==> src/rtl/sa_ctrl_axil_slave.sv <==
// AXI4-Lite control/status register file for the systolic-array DMA pipeline.
// Optional PERF busy-cycle counter at 0x1C when SA_CTRL_PERF_CNT_EN is defined.
module sa_ctrl_axil_slave #(
    parameter int          C_S_AXI_ADDR_WIDTH = 6,
    parameter int          C_S_AXI_DATA_WIDTH = 32,
    parameter logic [31:0] VERSION_ID         = 32'h5AC0_0001
) (
    input  logic                            S_AXI_ACLK,
    input  logic                            S_AXI_ARESETN,
    input  logic [C_S_AXI_ADDR_WIDTH-1:0]   S_AXI_AWADDR,
    input  logic [2:0]                      S_AXI_AWPROT,
    input  logic                            S_AXI_AWVALID,
    output logic                            S_AXI_AWREADY,
    input  logic [C_S_AXI_DATA_WIDTH-1:0]   S_AXI_WDATA,
    input  logic [C_S_AXI_DATA_WIDTH/8-1:0] S_AXI_WSTRB,
    input  logic                            S_AXI_WVALID,
    output logic                            S_AXI_WREADY,
    output logic [1:0]                      S_AXI_BRESP,
    output logic                            S_AXI_BVALID,
    input  logic                            S_AXI_BREADY,
    input  logic [C_S_AXI_ADDR_WIDTH-1:0]   S_AXI_ARADDR,
    input  logic [2:0]                      S_AXI_ARPROT,
    input  logic                            S_AXI_ARVALID,
    output logic                            S_AXI_ARREADY,
    output logic [C_S_AXI_DATA_WIDTH-1:0]   S_AXI_RDATA,
    output logic [1:0]                      S_AXI_RRESP,
    output logic                            S_AXI_RVALID,
    input  logic                            S_AXI_RREADY,
    output logic                            o_start,
    output logic [C_S_AXI_DATA_WIDTH-1:0]   o_read_base_addr,
    output logic [C_S_AXI_DATA_WIDTH-1:0]   o_write_base_addr,
    output logic [C_S_AXI_DATA_WIDTH-1:0]   o_num_trans_param,
    output logic [C_S_AXI_DATA_WIDTH-1:0]   o_max_blk_param,
    input  logic                            i_busy,
    input  logic                            i_done,
    input  logic                            i_error,
    output logic                            o_irq
);

    localparam int AW = C_S_AXI_ADDR_WIDTH;
    localparam int DW = C_S_AXI_DATA_WIDTH;
    localparam int SW = DW / 8;
    localparam int IW = AW - 2;

    localparam logic [IW-1:0] A_CTRL = IW'(0);
    localparam logic [IW-1:0] A_STAT = IW'(1);
    localparam logic [IW-1:0] A_RDB  = IW'(2);
    localparam logic [IW-1:0] A_WRB  = IW'(3);
    localparam logic [IW-1:0] A_NUM  = IW'(4);
    localparam logic [IW-1:0] A_BLK  = IW'(5);
    localparam logic [IW-1:0] A_ID   = IW'(6);
`ifdef SA_CTRL_PERF_CNT_EN
    localparam logic [IW-1:0] A_PERF = IW'(7);
`endif

    localparam logic [1:0] OKAY   = 2'b00;
    localparam logic [1:0] SLVERR = 2'b10;

    typedef enum logic [1:0] {
        W_IDLE, W_ADDR, W_DATA, W_RESP
    } w_state_t;

    typedef enum logic {
        R_IDLE, R_DATA
    } r_state_t;

    w_state_t w_state, w_next;
    r_state_t r_state, r_next;

    logic [IW-1:0] awidx_q;
    logic [DW-1:0] wdata_q;
    logic [SW-1:0] wstrb_q;
    logic [1:0]    bresp_q;

    logic          commit;
    logic [IW-1:0] c_idx;
    logic [DW-1:0] c_data;
    logic [SW-1:0] c_strb;

    logic          w_err;
    logic          sel_ctrl;
    logic          sel_stat;
    logic          start_go;
    logic          start_ok;
    logic          w1c;

    logic [DW-1:0] rd_base, wr_base, num_trans, max_blk;
    logic          ie, done_st, err_st, rej_st;
    logic          done_prev, err_prev;
    logic          start_q, irq_q;

    logic [IW-1:0] ar_idx;
    logic [DW-1:0] rd_val;
    logic          rd_err;
    logic [DW-1:0] rdata_q;
    logic [1:0]    rresp_q;

    logic unused_ok;
    assign unused_ok = ^{S_AXI_AWPROT, S_AXI_ARPROT,
                         S_AXI_AWADDR[1:0], S_AXI_ARADDR[1:0]};

    function automatic logic [DW-1:0] bw(
        input logic [DW-1:0] old,
        input logic [DW-1:0] d,
        input logic [SW-1:0] s
    );
        logic [DW-1:0] r;
        r = old;
        for (int b = 0; b < SW; b++)
            if (s[b]) r[8*b +: 8] = d[8*b +: 8];
        return r;
    endfunction

    // Write channel state register.
    always_ff @(posedge S_AXI_ACLK or negedge S_AXI_ARESETN) begin
        if (!S_AXI_ARESETN) w_state <= W_IDLE;
        else                w_state <= w_next;
    end

    // Write next-state, handshakes, and selection of held vs live beat.
    always_comb begin
        w_next        = w_state;
        S_AXI_AWREADY = 1'b0;
        S_AXI_WREADY  = 1'b0;
        S_AXI_BVALID  = 1'b0;
        commit        = 1'b0;
        unique case (w_state)
            W_IDLE: begin
                S_AXI_AWREADY = 1'b1;
                S_AXI_WREADY  = 1'b1;
                if (S_AXI_AWVALID && S_AXI_WVALID) begin
                    commit = 1'b1;
                    w_next = W_RESP;
                end else if (S_AXI_AWVALID) begin
                    w_next = W_ADDR;
                end else if (S_AXI_WVALID) begin
                    w_next = W_DATA;
                end
            end
            W_ADDR: begin
                S_AXI_WREADY = 1'b1;
                if (S_AXI_WVALID) begin
                    commit = 1'b1;
                    w_next = W_RESP;
                end
            end
            W_DATA: begin
                S_AXI_AWREADY = 1'b1;
                if (S_AXI_AWVALID) begin
                    commit = 1'b1;
                    w_next = W_RESP;
                end
            end
            W_RESP: begin
                S_AXI_BVALID = 1'b1;
                if (S_AXI_BREADY) w_next = W_IDLE;
            end
            default: w_next = W_IDLE;
        endcase
        c_idx  = (w_state == W_ADDR) ? awidx_q
                                     : S_AXI_AWADDR[AW-1:2];
        c_data = (w_state == W_DATA) ? wdata_q : S_AXI_WDATA;
        c_strb = (w_state == W_DATA) ? wstrb_q : S_AXI_WSTRB;
    end

    // Write target decode and error classification.
    always_comb begin
        w_err    = 1'b0;
        sel_ctrl = 1'b0;
        sel_stat = 1'b0;
        case (c_idx)
            A_CTRL:                     sel_ctrl = 1'b1;
            A_STAT:                     sel_stat = 1'b1;
            A_RDB, A_WRB, A_NUM, A_BLK: w_err    = i_busy;
            default:                    w_err    = 1'b1;
        endcase
        start_go = commit && sel_ctrl && c_strb[0] && c_data[0];
        start_ok = start_go && !i_busy;
        w1c      = commit && sel_stat && c_strb[0];
    end

    // Hold the first-arriving beat and the write response.
    always_ff @(posedge S_AXI_ACLK or negedge S_AXI_ARESETN) begin
        if (!S_AXI_ARESETN) begin
            awidx_q <= '0;
            wdata_q <= '0;
            wstrb_q <= '0;
            bresp_q <= OKAY;
        end else begin
            if (S_AXI_AWVALID && S_AXI_AWREADY)
                awidx_q <= S_AXI_AWADDR[AW-1:2];
            if (S_AXI_WVALID && S_AXI_WREADY) begin
                wdata_q <= S_AXI_WDATA;
                wstrb_q <= S_AXI_WSTRB;
            end
            if (commit) bresp_q <= w_err ? SLVERR : OKAY;
        end
    end

    // Configuration words; locked while the pipeline is busy.
    always_ff @(posedge S_AXI_ACLK or negedge S_AXI_ARESETN) begin
        if (!S_AXI_ARESETN) begin
            rd_base   <= '0;
            wr_base   <= '0;
            num_trans <= '0;
            max_blk   <= '0;
        end else if (commit && !i_busy) begin
            case (c_idx)
                A_RDB: rd_base   <= bw(rd_base, c_data, c_strb);
                A_WRB: wr_base   <= bw(wr_base, c_data, c_strb);
                A_NUM: num_trans <= bw(num_trans, c_data, c_strb);
                A_BLK: max_blk   <= bw(max_blk, c_data, c_strb);
                default: ;
            endcase
        end
    end

    // Control, sticky status and interrupt; edge sets beat clears.
    always_ff @(posedge S_AXI_ACLK or negedge S_AXI_ARESETN) begin
        if (!S_AXI_ARESETN) begin
            ie        <= 1'b0;
            done_st   <= 1'b0;
            err_st    <= 1'b0;
            rej_st    <= 1'b0;
            done_prev <= 1'b0;
            err_prev  <= 1'b0;
            start_q   <= 1'b0;
            irq_q     <= 1'b0;
        end else begin
            done_prev <= i_done;
            err_prev  <= i_error;
            start_q   <= start_ok;
            irq_q     <= ie & (done_st | err_st);
            if (commit && sel_ctrl && c_strb[0])
                ie <= c_data[1];
            if (i_done && !done_prev)
                done_st <= 1'b1;
            else if ((w1c && c_data[1]) || start_ok)
                done_st <= 1'b0;
            if (i_error && !err_prev)
                err_st <= 1'b1;
            else if ((w1c && c_data[2]) || start_ok)
                err_st <= 1'b0;
            if (start_go && i_busy)
                rej_st <= 1'b1;
            else if (w1c && c_data[3])
                rej_st <= 1'b0;
        end
    end

`ifdef SA_CTRL_PERF_CNT_EN
    logic [DW-1:0] perf;

    // Busy-cycle counter, restarted by each start pulse, saturating.
    always_ff @(posedge S_AXI_ACLK or negedge S_AXI_ARESETN) begin
        if (!S_AXI_ARESETN)
            perf <= '0;
        else if (start_q)
            perf <= '0;
        else if (i_busy && (perf != '1))
            perf <= perf + 1'b1;
    end
`endif

    // Read channel state register.
    always_ff @(posedge S_AXI_ACLK or negedge S_AXI_ARESETN) begin
        if (!S_AXI_ARESETN) r_state <= R_IDLE;
        else                r_state <= r_next;
    end

    // Read next-state and handshakes.
    always_comb begin
        r_next        = r_state;
        S_AXI_ARREADY = 1'b0;
        S_AXI_RVALID  = 1'b0;
        unique case (r_state)
            R_IDLE: begin
                S_AXI_ARREADY = 1'b1;
                if (S_AXI_ARVALID) r_next = R_DATA;
            end
            R_DATA: begin
                S_AXI_RVALID = 1'b1;
                if (S_AXI_RREADY) r_next = R_IDLE;
            end
            default: r_next = R_IDLE;
        endcase
    end

    // Read data mux.
    always_comb begin
        ar_idx = S_AXI_ARADDR[AW-1:2];
        rd_val = '0;
        rd_err = 1'b0;
        case (ar_idx)
            A_CTRL: rd_val[1]   = ie;
            A_STAT: rd_val[3:0] = {rej_st, err_st, done_st, i_busy};
            A_RDB:  rd_val      = rd_base;
            A_WRB:  rd_val      = wr_base;
            A_NUM:  rd_val      = num_trans;
            A_BLK:  rd_val      = max_blk;
            A_ID:   rd_val      = VERSION_ID;
`ifdef SA_CTRL_PERF_CNT_EN
            A_PERF: rd_val      = perf;
`endif
            default: rd_err     = 1'b1;
        endcase
    end

    // Capture read data at the address handshake.
    always_ff @(posedge S_AXI_ACLK or negedge S_AXI_ARESETN) begin
        if (!S_AXI_ARESETN) begin
            rdata_q <= '0;
            rresp_q <= OKAY;
        end else if (S_AXI_ARVALID && S_AXI_ARREADY) begin
            rdata_q <= rd_val;
            rresp_q <= rd_err ? SLVERR : OKAY;
        end
    end

    assign S_AXI_BRESP       = bresp_q;
    assign S_AXI_RDATA       = rdata_q;
    assign S_AXI_RRESP       = rresp_q;
    assign o_start           = start_q;
    assign o_irq             = irq_q;
    assign o_read_base_addr  = rd_base;
    assign o_write_base_addr = wr_base;
    assign o_num_trans_param = num_trans;
    assign o_max_blk_param   = max_blk;

endmodule

==> config.mk <==
export PLATFORM = sky130hd
export DESIGN_NAME = sa_ctrl_axil_slave
export DESIGN_NICKNAME = d
export VERILOG_FILES = /design/src/rtl/sa_ctrl_axil_slave.sv
export SDC_FILE = /design/constraint.sdc
export NUM_CORES = 1
export LEC_CHECK = 0
export BUFFER_PORTS_ARGS = -buffer_cell sky130_fd_sc_hd__buf_4
export CORE_UTILIZATION = 50
export DETAILED_ROUTE_END_ITERATION = 10
export PLACE_DENSITY_LB_ADDON = 0.15
export SYNTH_ARGS = -nofsm -noshare
export SYNTH_HDL_FRONTEND = slang
export SYNTH_SLANG_ARGS = --single-unit
==> constraint.sdc <==
create_clock -name S_AXI_ACLK -period 4.6 [get_ports S_AXI_ACLK]
set_clock_uncertainty 0.15 [all_clocks]
set_input_delay 0.46 -clock S_AXI_ACLK [delete_from_list [all_inputs] [get_ports S_AXI_ACLK]]
set_output_delay 0.46 -clock S_AXI_ACLK [all_outputs]
set_load 0.02 [all_outputs]
* Yosys cells after proc, flatten, opt, wreduce, memory -nomap -nowiden
Index checks and enable logic that the tools add are counted.
** Operators by class
- Add/sub/neg operators :: 0
- Magnitude comparators :: 0
- Bitwise logic cells :: 3
- Multipliers :: 0
- Multiplexer cells :: 37
- Equality and inequality tests :: 18
- Reductions and logical operators :: 50
- Shift operators :: 0
- Div/mod/pow operators :: 0
** Operators by type and width (count)
- 28-bit case mux with 5 select lines :: 1
- 3-bit AND reduction :: 16
- 32-bit 2-to-1 mux :: 1
- 4-bit by 3-bit equality test with 1-bit output (second input constant) :: 5
- 1-bit 2-to-1 mux :: 18
- 1-bit logical AND :: 17
- 4-bit by 2-bit equality test with 1-bit output (second input constant) :: 4
- 2-bit 2-to-1 mux :: 8
- 1-bit case mux with 6 select lines :: 2
- 2-bit case mux with 5 select lines :: 1
- 4-bit by 1-bit equality test with 1-bit output (second input constant) :: 2
- 4-bit zero test :: 2
- 4-bit 2-to-1 mux :: 2
- 2-bit case mux with 4 select lines :: 1
- 7-bit OR reduction :: 1
- 2-bit inequality test (second input constant) :: 3
- 2-bit nonzero test :: 3
- 2-bit OR reduction :: 3
- 2-bit equality test (second input constant) :: 2
- 4-bit inequality test (second input constant) :: 1
- 1-bit case mux with 2 select lines :: 2
- 4-bit AND reduction :: 1
- 4-bit OR reduction :: 1
- 1-bit zero test :: 3
- 7 further kinds :: 8
** Storage, ports and cells
- Bits in writable memories :: 0
- Bits in latches :: 0
- Memory bits (read-only) :: 0
- Bits in registers :: 215
- Output and inout bits :: 171
- Word-level logic and storage cells :: 140
- Input bits :: 64
- Memories :: 0

* Longest topological paths before layout
Gate-level depths: netlist of the first run.
- Depth in word-level cells :: 11
- Mapped depth :: 8

* Worst setup path before layout of the first run
No wires, ideal clock.
- Path kind :: register -> register
- Start :: reg w_state[1]
- End :: reg max_blk[10], in the netlist o_max_blk_param[10]
- Setup slack :: 1.847 ns
- Data required time :: 4.325 ns
- Stages on the path, launching flop included :: 8
- Arrival :: 2.478 ns
- Library setup time :: 0.125 ns
- Cell sequence :: dfrtp_1 -> inv_1 -> ha_1 -> or4b_1 -> a221o_1 -> or4_4 -> buf_6 -> mux2_4
** Between the ends
- Word-level cells in the longest chain between the ends :: 4
** RTL lines
- start: declaration :: line 67 : w_state_t w_state, w_next;
- start signal: assignment :: line 117 : else w_state <= w_next;
- 2-bit by 1-bit equality test with 1-bit output (tied with other cells) :: line 127, 160
- 4-bit 2-to-1 mux or 1-bit case mux with 3 select lines (tied branches) :: line 160, 127
- 4-bit by 3-bit equality test with 1-bit output or 1-bit logical AND (tied branches) :: line 208, 207
- 3-bit AND reduction (no line)
- end signal: assignment :: line 212 : A_BLK: max_blk <= bw(max_blk, c_data, c_strb);
- end: declaration :: line 87 : logic [DW-1:0] rd_base, wr_base, num_trans, max_blk;
Several ways; a longest one is shown, not always the timed one.
A chain may end at the register's enable or synchronous reset.

* Worst setup path in the final report of the first run
- Start :: reg w_state[1]
- End :: reg num_trans[15], in the netlist o_num_trans_param[15]
** Between the ends
- Word-level cells in the longest chain between the ends :: 4
** RTL lines
- 2-bit by 1-bit equality test with 1-bit output (tied with other cells) :: line 127, 160
- 4-bit 2-to-1 mux or 1-bit case mux with 3 select lines (tied branches) :: line 160, 127
- 4-bit by 3-bit equality test with 1-bit output or 1-bit logical AND (tied branches) :: line 208, 207
- 3-bit AND reduction (no line)
- end signal: assignment :: line 211 : A_NUM: num_trans <= bw(num_trans, c_data, c_strb);
- end: declaration :: line 87
Several ways; a longest one is shown, not always the timed one.

==> reports/results.tsv, run 1 <==
stage	metric	value	unit
run_status	run_status	complete, no violations	
clock_tree	cts.sink_count	213	
layout	finish.cell_count_without_fillers	1202	
setup_path	worst_r2r_startpoint	w_state[1]	
global_route	grt_max_degree	121	
yosys	synth-adder-area-share	0.008803	
clock_tree	htreeDepth	1	
power_and_ir_drop	sw_frac_of_total	0.3617	
detailed_routing	drt_wl_total	27290	microns
detailed_routing	postRouteAntennaNets	0	
setup_path	timing.critical_path.cells	inv_1 -> ha_1 -> mux2i_1 -> nand2_1 -> nor3_2 -> mux2_2	
setup_path	critPathSlowestCell	nor3_2	
yosys	postSynth.asyncResetShare	1.000	
setup_path	r2r.worst_path.cells	6	
power_and_ir_drop	power.leakage	6.298	nW
yosys	synth_top_family_by_area	multiplexers	
power_and_ir_drop	clock_group_share_of_total_power	0.223	
timing	timing.slew.headroom	0.1994	
timing	setup_viol_count_final	0	
power_and_ir_drop	seqPwrFrac	0.375	
yosys	yosys.area_share.simple	0.06097	
floorplan	floorplan.initialDensity	0.5133	
detailed_routing	route.detailed.wl_per_inst	22.71	microns
setup_path	timing.reg2reg.setup_slack	1.09	ns
setup_path	setup.worst_path.start	w_state[1]	
timing	timing_hold_violations_final	0	
timing	report.final.slew_viol_count	0	
power_and_ir_drop	switching_power	3.033	mW
placement	dp_slack	1.136	ns
global_route	grt_pass1_vias	7672	
floorplan	floorplan.die_area	19890	sq um
timing	layout_setup_ws	1.091	ns
yosys	yosysWarnings	0	
global_route	gr-usage-met1	0.3598	
clock_tree	post_cts_resized	0	
setup_path	worst_setup_path_end_kind	register	
detailed_routing	detailedRoute.firstPassIterationCount	7	
timing	achievable-frequency	285.0	MHz
global_route	grt_antenna_before_repair	0	
layout	fillers	1392	
floorplan	die_extent_in_y	141.0	microns
layout	finished_layout_cell_area	12440	sq um
yosys	postSynthCellCount	708	
yosys	synth-seq-cells	213	
clock_tree	cts_buffers	23	
clock_tree	clkSlewWorstSetupHoldPaths	0.06	ns
timing	final.period_utilization	0.7628	
floorplan	floorplan.rows	50	
setup_path	worstReg2RegEnd	o_num_trans_param[15]	
global_route	track_usage	0.2786	
floorplan	design.core.area	18830	sq um
layout	finish.utilization	0.6606	
timing	tightestPinTransition	1.199	ns
hold_path	hold_class	primary input to register	
yosys	seq_area_frac_synth	0.5515	
clock_tree	ctsLongestPathBuffers	3	
setup_path	setup.worst_path.class	register to register	
power_and_ir_drop	power.total	8.385	mW
global_route	grt_remaining_overflow	0	
setup_path	timing.critical_path.to	o_num_trans_param[15]	
setup_path	path_buf_inv	1	
timing	fin_tns_setup	0	ns
placement	finalWeightedCongestion	0.8463	
placement	dpl.cell_count	1159	
layout	num-nets-final	998	
timing	whs	0.04833	ns
setup_path	kind_of_cell_with_the_highest_combined_delay_on_the_critical_path	multiplexers	
global_route	met2_grt_util	0.4792	
yosys	synth_enable_flop_cells	0	
detailed_routing	vias_after_detailed_routing	7127	
layout	drive_above_1_share	0.5287	
yosys	number_of_library_cell_types_mapped_by_synthesis	54	
global_route	met3_usage	0.05027	
yosys	netlist_area	9666	sq um
placement	post-dp-hpwl	18450	microns
power_and_ir_drop	vdd.ir_drop.worst	391.2	uV
clock_tree	clock_insertion_delay_at_the_later_pin_of_the_skew_report	0.50	ns
power_and_ir_drop	p_comb_frac	0.403	
placement	dpl-instance-area	11630	sq um
yosys	synth_xor_area_frac	0	
timing	grt_setup_unrepaired	false	
layout	antenna-diode-count	0	
floorplan	i_o_pin_count	235	
placement	portBuffers	222	
timing	fin_crit	3.509	ns
clock_tree	cts.root.buffer_cell	clkbuf_16	
power_and_ir_drop	p_int	5.352	mW
yosys	synth.avg_cell_area	13.65	sq um
detailed_routing	route.detailed.drc	0	
flow_run	timing.max_cap.violations	0	
power_and_ir_drop	power_density	674.1	nW/um^2
detailed_routing	via_per_inst	5.929	
clock_tree	cts_tree	yes	
global_route	grt_first_pass_wirelength	42820	microns
setup_path	setup.worst_path.start_class	register	
yosys	synthMuxAreaShare	0.2654	
detailed_routing	detail_route.iter0.violations	550	
setup_path	largest_stage_delay_on_the_critical_path	0.82	ns
setup_path	timing.critical_path.arrival	3.74	ns
floorplan	die_w	141.0	microns
setup_path	worst-path-stages	6	
layout	syn_to_final_growth	28.70	%
global_route	gr-max-usage-layer	met2	
yosys	synth_flop_cell	dfrtp_1	
setup_path	critical_path_required	4.83	ns
setup_path	cp_max_fo	11	
yosys	synth_compound_area_frac	0.08816	
-- how the worst min path moves through the flow --
stage,startpoint,to,slack [ns],depth (start not counted)
detailed placement,done_prev,done_st,0.29,1
floorplan,S_AXI_ARESETN,S_AXI_BRESP[1],0.01,0
finish,S_AXI_WDATA[15],wdata_q[15],0.05,2
global route,S_AXI_WDATA[16],wdata_q[16],0.04,2
global placement,done_prev,done_st,0.27,1
CTS,S_AXI_WDATA[22],wdata_q[22],0.04,2
-- cells in the mapped netlist (4+ instances only) --
cell / number / share of area
clkbuf_1: 35 / 0.014
nand2b_1: 7 / 0.0045
mux2_2: 183 / 0.21
o21ai_0: 5 / 0.0026
ha_1: 6 / 0.0078
a22o_1: 28 / 0.025
a21o_1: 4 / 0.0031
a211oi_1: 8 / 0.0062
a221o_1: 8 / 0.0083
inv_1: 11 / 0.0043
mux2_4: 24 / 0.037
nor3_1: 9 / 0.0047
nand2_1: 55 / 0.021
a222oi_1: 23 / 0.024
nand3_1: 11 / 0.0057
mux2i_1: 11 / 0.011
dfrtp_1: 213 / 0.55
nor2_1: 6 / 0.0023
-- worst register-to-register path: cells and delay by family, from the launching register on --
kind	cells	cell delay, ns
and+or+nand+nor	2	1.11
adders and majority gates	1	0.45
DFF	1	0.42
buffers and inverters	1	0.14
muxes	2	1.13
-- flip-flops by register name, summed over array words and instances, names as in the netlist, 2 cells and up --
name and cells:
o_num_trans_param 32, awidx_q 4, S_AXI_RDATA 32, o_write_base_addr 32
wdata_q 32, w_state 2, o_read_base_addr 32, o_max_blk_param 32
wstrb_q 4
-- cell type report --
cell class / count / area [sq um] / share of cell area
inverters: 11 / 41.29 / 0.003319
flip-flops and latches: 213 / 5330 / 0.4285
clock inverters: 8 / 93.84 / 0.007544
multi-input cells: 441 / 4158 / 0.3342
repair buffers: 238 / 1815 / 0.1459
clock buffers: 31 / 675.6 / 0.05432
well taps: 260 / 325.3 / 0.02615
-- per-layer routing --
metal  vias up  wire (microns)  share of wire
met1      3701           11420           0.42
li1       3092               -              -
met4         0             632          0.023
met3        52            1650          0.060
met2       282           13590           0.50
met5         -               0              0
-- layout by cell type (no fill, tap or decap), types with 3 or more instances in the layout --
master	synthesis	final
clkbuf_8	0	8
dlygate4sd3_1	0	4
nor3_1	9	9
a21oi_1	3	3
mux2_2	183	183
buf_4	2	232
a21o_1	4	4
mux2_1	3	3
ha_1	6	5
a221o_1	8	8
a22o_1	28	28
or4_4	3	3
nand3_1	11	11
mux2_4	24	24
nor2_1	6	6
o21ai_0	5	5
a211oi_1	8	8
mux2i_1	11	11
nand2b_1	7	7
clkinv_2	0	5
inv_1	11	11
nand2_1	55	53
or2_2	3	3
dfrtp_1	213	213
a222oi_1	23	23
clkbuf_16	0	23
-- power by group through the flow --
stage          Combinational (mW)  Sequential [mW]  Clock (mW)
2_1_floorplan                1.44             3.63           0
3_3_place_gp                 3.27             3.09           0
3_5_place_dp                 3.37             3.15           0
4_1_cts                      3.39             3.13        1.90
5_1_grt                      3.56             3.23        1.98
6_report                     3.38             3.14        1.87
-- repair_timing --
action | in CTS | in global routing
hold buffers | 4 | 0
hold endpoints to repair | 96 | 0
buffers inserted | 0 | 0
-- cell families after synthesis --
logic type,Yosys count
multiplexers,221
other,1
adder cells (fa/ha/maj),7
AO/OA/AOI/OAI,98
buffers and inverters,55
flip-flops,213
AND/OR/NAND/NOR,113
(Power assumes the default switching activity.)
==> run 2: changes to the inputs <==
--- a/config.mk
+++ b/config.mk
@@ -6,7 +6,7 @@
 export NUM_CORES = 1
 export LEC_CHECK = 0
 export BUFFER_PORTS_ARGS = -buffer_cell sky130_fd_sc_hd__buf_4
-export CORE_UTILIZATION = 50
+export CORE_UTILIZATION = 49
 export DETAILED_ROUTE_END_ITERATION = 10
 export PLACE_DENSITY_LB_ADDON = 0.15
 export SYNTH_ARGS = -nofsm -noshare
==> constraint.sdc (replaced) <==
create_clock -name S_AXI_ACLK -period 2.98 [get_ports S_AXI_ACLK]
set_clock_uncertainty 0.15 [all_clocks]
set_input_delay 0.298 -clock S_AXI_ACLK [delete_from_list [all_inputs] [get_ports S_AXI_ACLK]]
set_output_delay 0.298 -clock S_AXI_ACLK [all_outputs]
set_load 0.02 [all_outputs]
==> reports/results.tsv, run 2 (synthesized netlist as in run 1, its figures left out) <==
stage	metric	value	unit	change
run_status	run_status	complete, no violations		unchanged
layout	fillers	1505		was 1392
detailed_routing	route.detailed.drc	0		unchanged
floorplan	i_o_pin_count	235		unchanged
detailed_routing	route.detailed.wl_per_inst	22.02	microns	was 22.71 microns
setup_path	worst_setup_path_end_kind	register		unchanged
clock_tree	cts.sink_count	213		unchanged
placement	post-dp-hpwl	18650	microns	was 18450 microns
layout	multi_input_comb_area	4184	sq um	was 4158 sq um
placement	portBuffers	222		unchanged
power_and_ir_drop	power.leakage	6.573	nW	was 6.298 nW
setup_path	setup.worst_path.start_class	register		unchanged
layout	layout.cells.most_common	buf_4		unchanged
placement	dpl.cell_count	1184		was 1159
timing	tightestPinTransition	0.6426	ns	was 1.199 ns
layout	finish.cell_count_without_fillers	1272		was 1202
flow_run	timing.max_cap.violations	0		unchanged
global_route	grt_remaining_overflow	0		unchanged
placement	finalWeightedCongestion	0.8588		was 0.8463
global_route	track_usage	0.2758		was 0.2786
timing	final.period_utilization	0.9757		was 0.7628
layout	antenna-diode-count	0		unchanged
setup_path	timing.critical_path.arrival	3.13	ns	was 3.74 ns
detailed_routing	vias_after_detailed_routing	7326		was 7127
clock_tree	clkSlewWorstSetupHoldPaths	0.06	ns	about the same
floorplan	floorplan.initialDensity	0.4983		was 0.5133
hold_path	hold_class	primary input to register		unchanged
power_and_ir_drop	power_density	1000	nW/um^2	was 674.1 nW/um^2
setup_path	setup.worst_path.class	register to register		unchanged
timing	achievable-frequency	343.9	MHz	was 285.0 MHz
layout	num-nets-final	1061		was 998
global_route	grt_antenna_before_repair	0		unchanged
setup_path	critical_path_required	3.21	ns	was 4.83 ns
floorplan	floorplan.die_area	20290	sq um	was 19890 sq um
timing	timing.slew.headroom	0.5708		was 0.1994
setup_path	cp_max_fo	8		was 11
global_route	grt_first_pass_wirelength	42900	microns	was 42820 microns
global_route	grt_max_degree	84		was 121
detailed_routing	postRouteAntennaNets	0		unchanged
detailed_routing	detailedRoute.firstPassIterationCount	8		was 7
timing	report.final.slew_viol_count	0		unchanged
floorplan	die_extent_in_y	142.4	microns	was 141.0 microns
power_and_ir_drop	vdd.ir_drop.worst	594.9	uV	was 391.2 uV
layout	seq_area	5330	sq um	unchanged
clock_tree	cts_tree	yes		unchanged
detailed_routing	drt_wl_total	28010	microns	was 27290 microns
timing	fin_crit	2.908	ns	was 3.509 ns
floorplan	floorplan.rows	51		was 50
clock_tree	ctsLongestPathBuffers	3		unchanged
layout	drive_above_1_share	0.5184		was 0.5287
detailed_routing	detail_route.iter0.violations	391		was 550
timing	timing_hold_violations_final	0		unchanged
timing	setup_viol_count_final	0		unchanged
layout	finish.utilization	0.6732		was 0.6606
layout	commonest_non_fill_non_tap_cells_in_the_layout	buf_4 (252), dfrtp_1 (213), mux2_2 (183)		was buf_4 (232), dfrtp_1 (213), mux2_2 (183)
detailed_routing	via_per_inst	5.759		was 5.929
clock_tree	cts.root.buffer_cell	clkbuf_16		unchanged
layout	syn_to_final_growth	35.12	%	was 28.70%
clock_tree	clock_insertion_delay_at_the_later_pin_of_the_skew_report	0.51	ns	was 0.50 ns
global_route	grt_pass1_vias	7711		was 7672
floorplan	design.core.area	19400	sq um	was 18830 sq um
clock_tree	cts_buffers	23		unchanged
floorplan	die_w	142.4	microns	was 141.0 microns
clock_tree	htreeDepth	1		unchanged
==> run 2: cell types whose count changed in the layout (fill, tap and decap cells not counted), sizes merged <==
cell / change
clkbuf: +2
dlygate4sd3: +41
buf: +22
==> run 2: stage by stage <==
stage          total power [mW]  TNS [ns]  setup slack, ns  area (sq um)  hold slack [ns]
2_1_floorplan             7.826         0           0.2271          9669          -0.1476
3_3_place_gp              9.897         0           0.1189         11810           0.1506
3_5_place_dp              10.13         0          0.07032         11810           0.1624
4_1_cts                   13.07         0          0.06313         13020          0.07222
5_1_grt                   13.68  -0.02975         -0.01053         13060          0.08691
6_report                  13.06         0          0.07240         13060          0.08239
==> run 2: final timing paths <==
path / end / start / slack (ns) / cells after the start
min reg2reg: err_st / err_prev / 0.28 / 1
min in group asynchronous: o_num_trans_param[29] / S_AXI_ARESETN / 0.20 / 2
max: o_max_blk_param[30] / w_state[0] / 0.07 / 5
min: S_AXI_RRESP[1] / S_AXI_ARADDR[5] / 0.08 / 3
max reg2reg: o_max_blk_param[30] / w_state[0] / 0.07 / 5
max in group asynchronous: S_AXI_RDATA[2] / S_AXI_ARESETN / 1.64 / 3
==> run 2: report_power, final <==
| group | total [mW] | internal (mW) | switching, mW | leakage, nW |
|---|---|---|---|---|
| logic | 5.32 | 2.62 | 2.70 | 3.37 |
| clock network | 2.87 | 1.72 | 1.16 | 0.378 |
| registers | 4.87 | 3.98 | 0.886 | 2.82 |
==> run 2: cell type report <==
cell class                 instances  area share
multi-input combinational        441      0.3204
clock buffer                      33     0.05078
sequential                       213      0.4081
tap                              265     0.02539
clock inverter                     8    0.007185
timing repair buffer             301      0.1850
inverter                          11    0.003162
==> run 2: critical path, cell delays in order (launching register included) <==
cell and delay (ns):
dfrtp_1 0.42, ha_2 0.21, or4b_1 0.53, a221o_2 0.44
or4_4 0.68, mux2_4 0.34
==> run 2: what timing repair did <==
action	CTS	global route
endpoints found under the setup margin	0	68
endpoints found under the hold margin	102	0
hold buffers	45	0
buffers inserted	0	2
gates resized for setup	0	5
==> run 2: metal layers <==
layer | part of all wire | routed length, microns | vias up | GRT usage
met2 | 0.49 | 13660 | 291 | 0.4559
li1 | - | - | 3214 | -
met4 | 0.025 | 692 | 0 | 0.09734
met1 | 0.42 | 11710 | 3769 | 0.3607
met5 | 0 | 0 | - | 0
met3 | 0.070 | 1947 | 52 | 0.05552
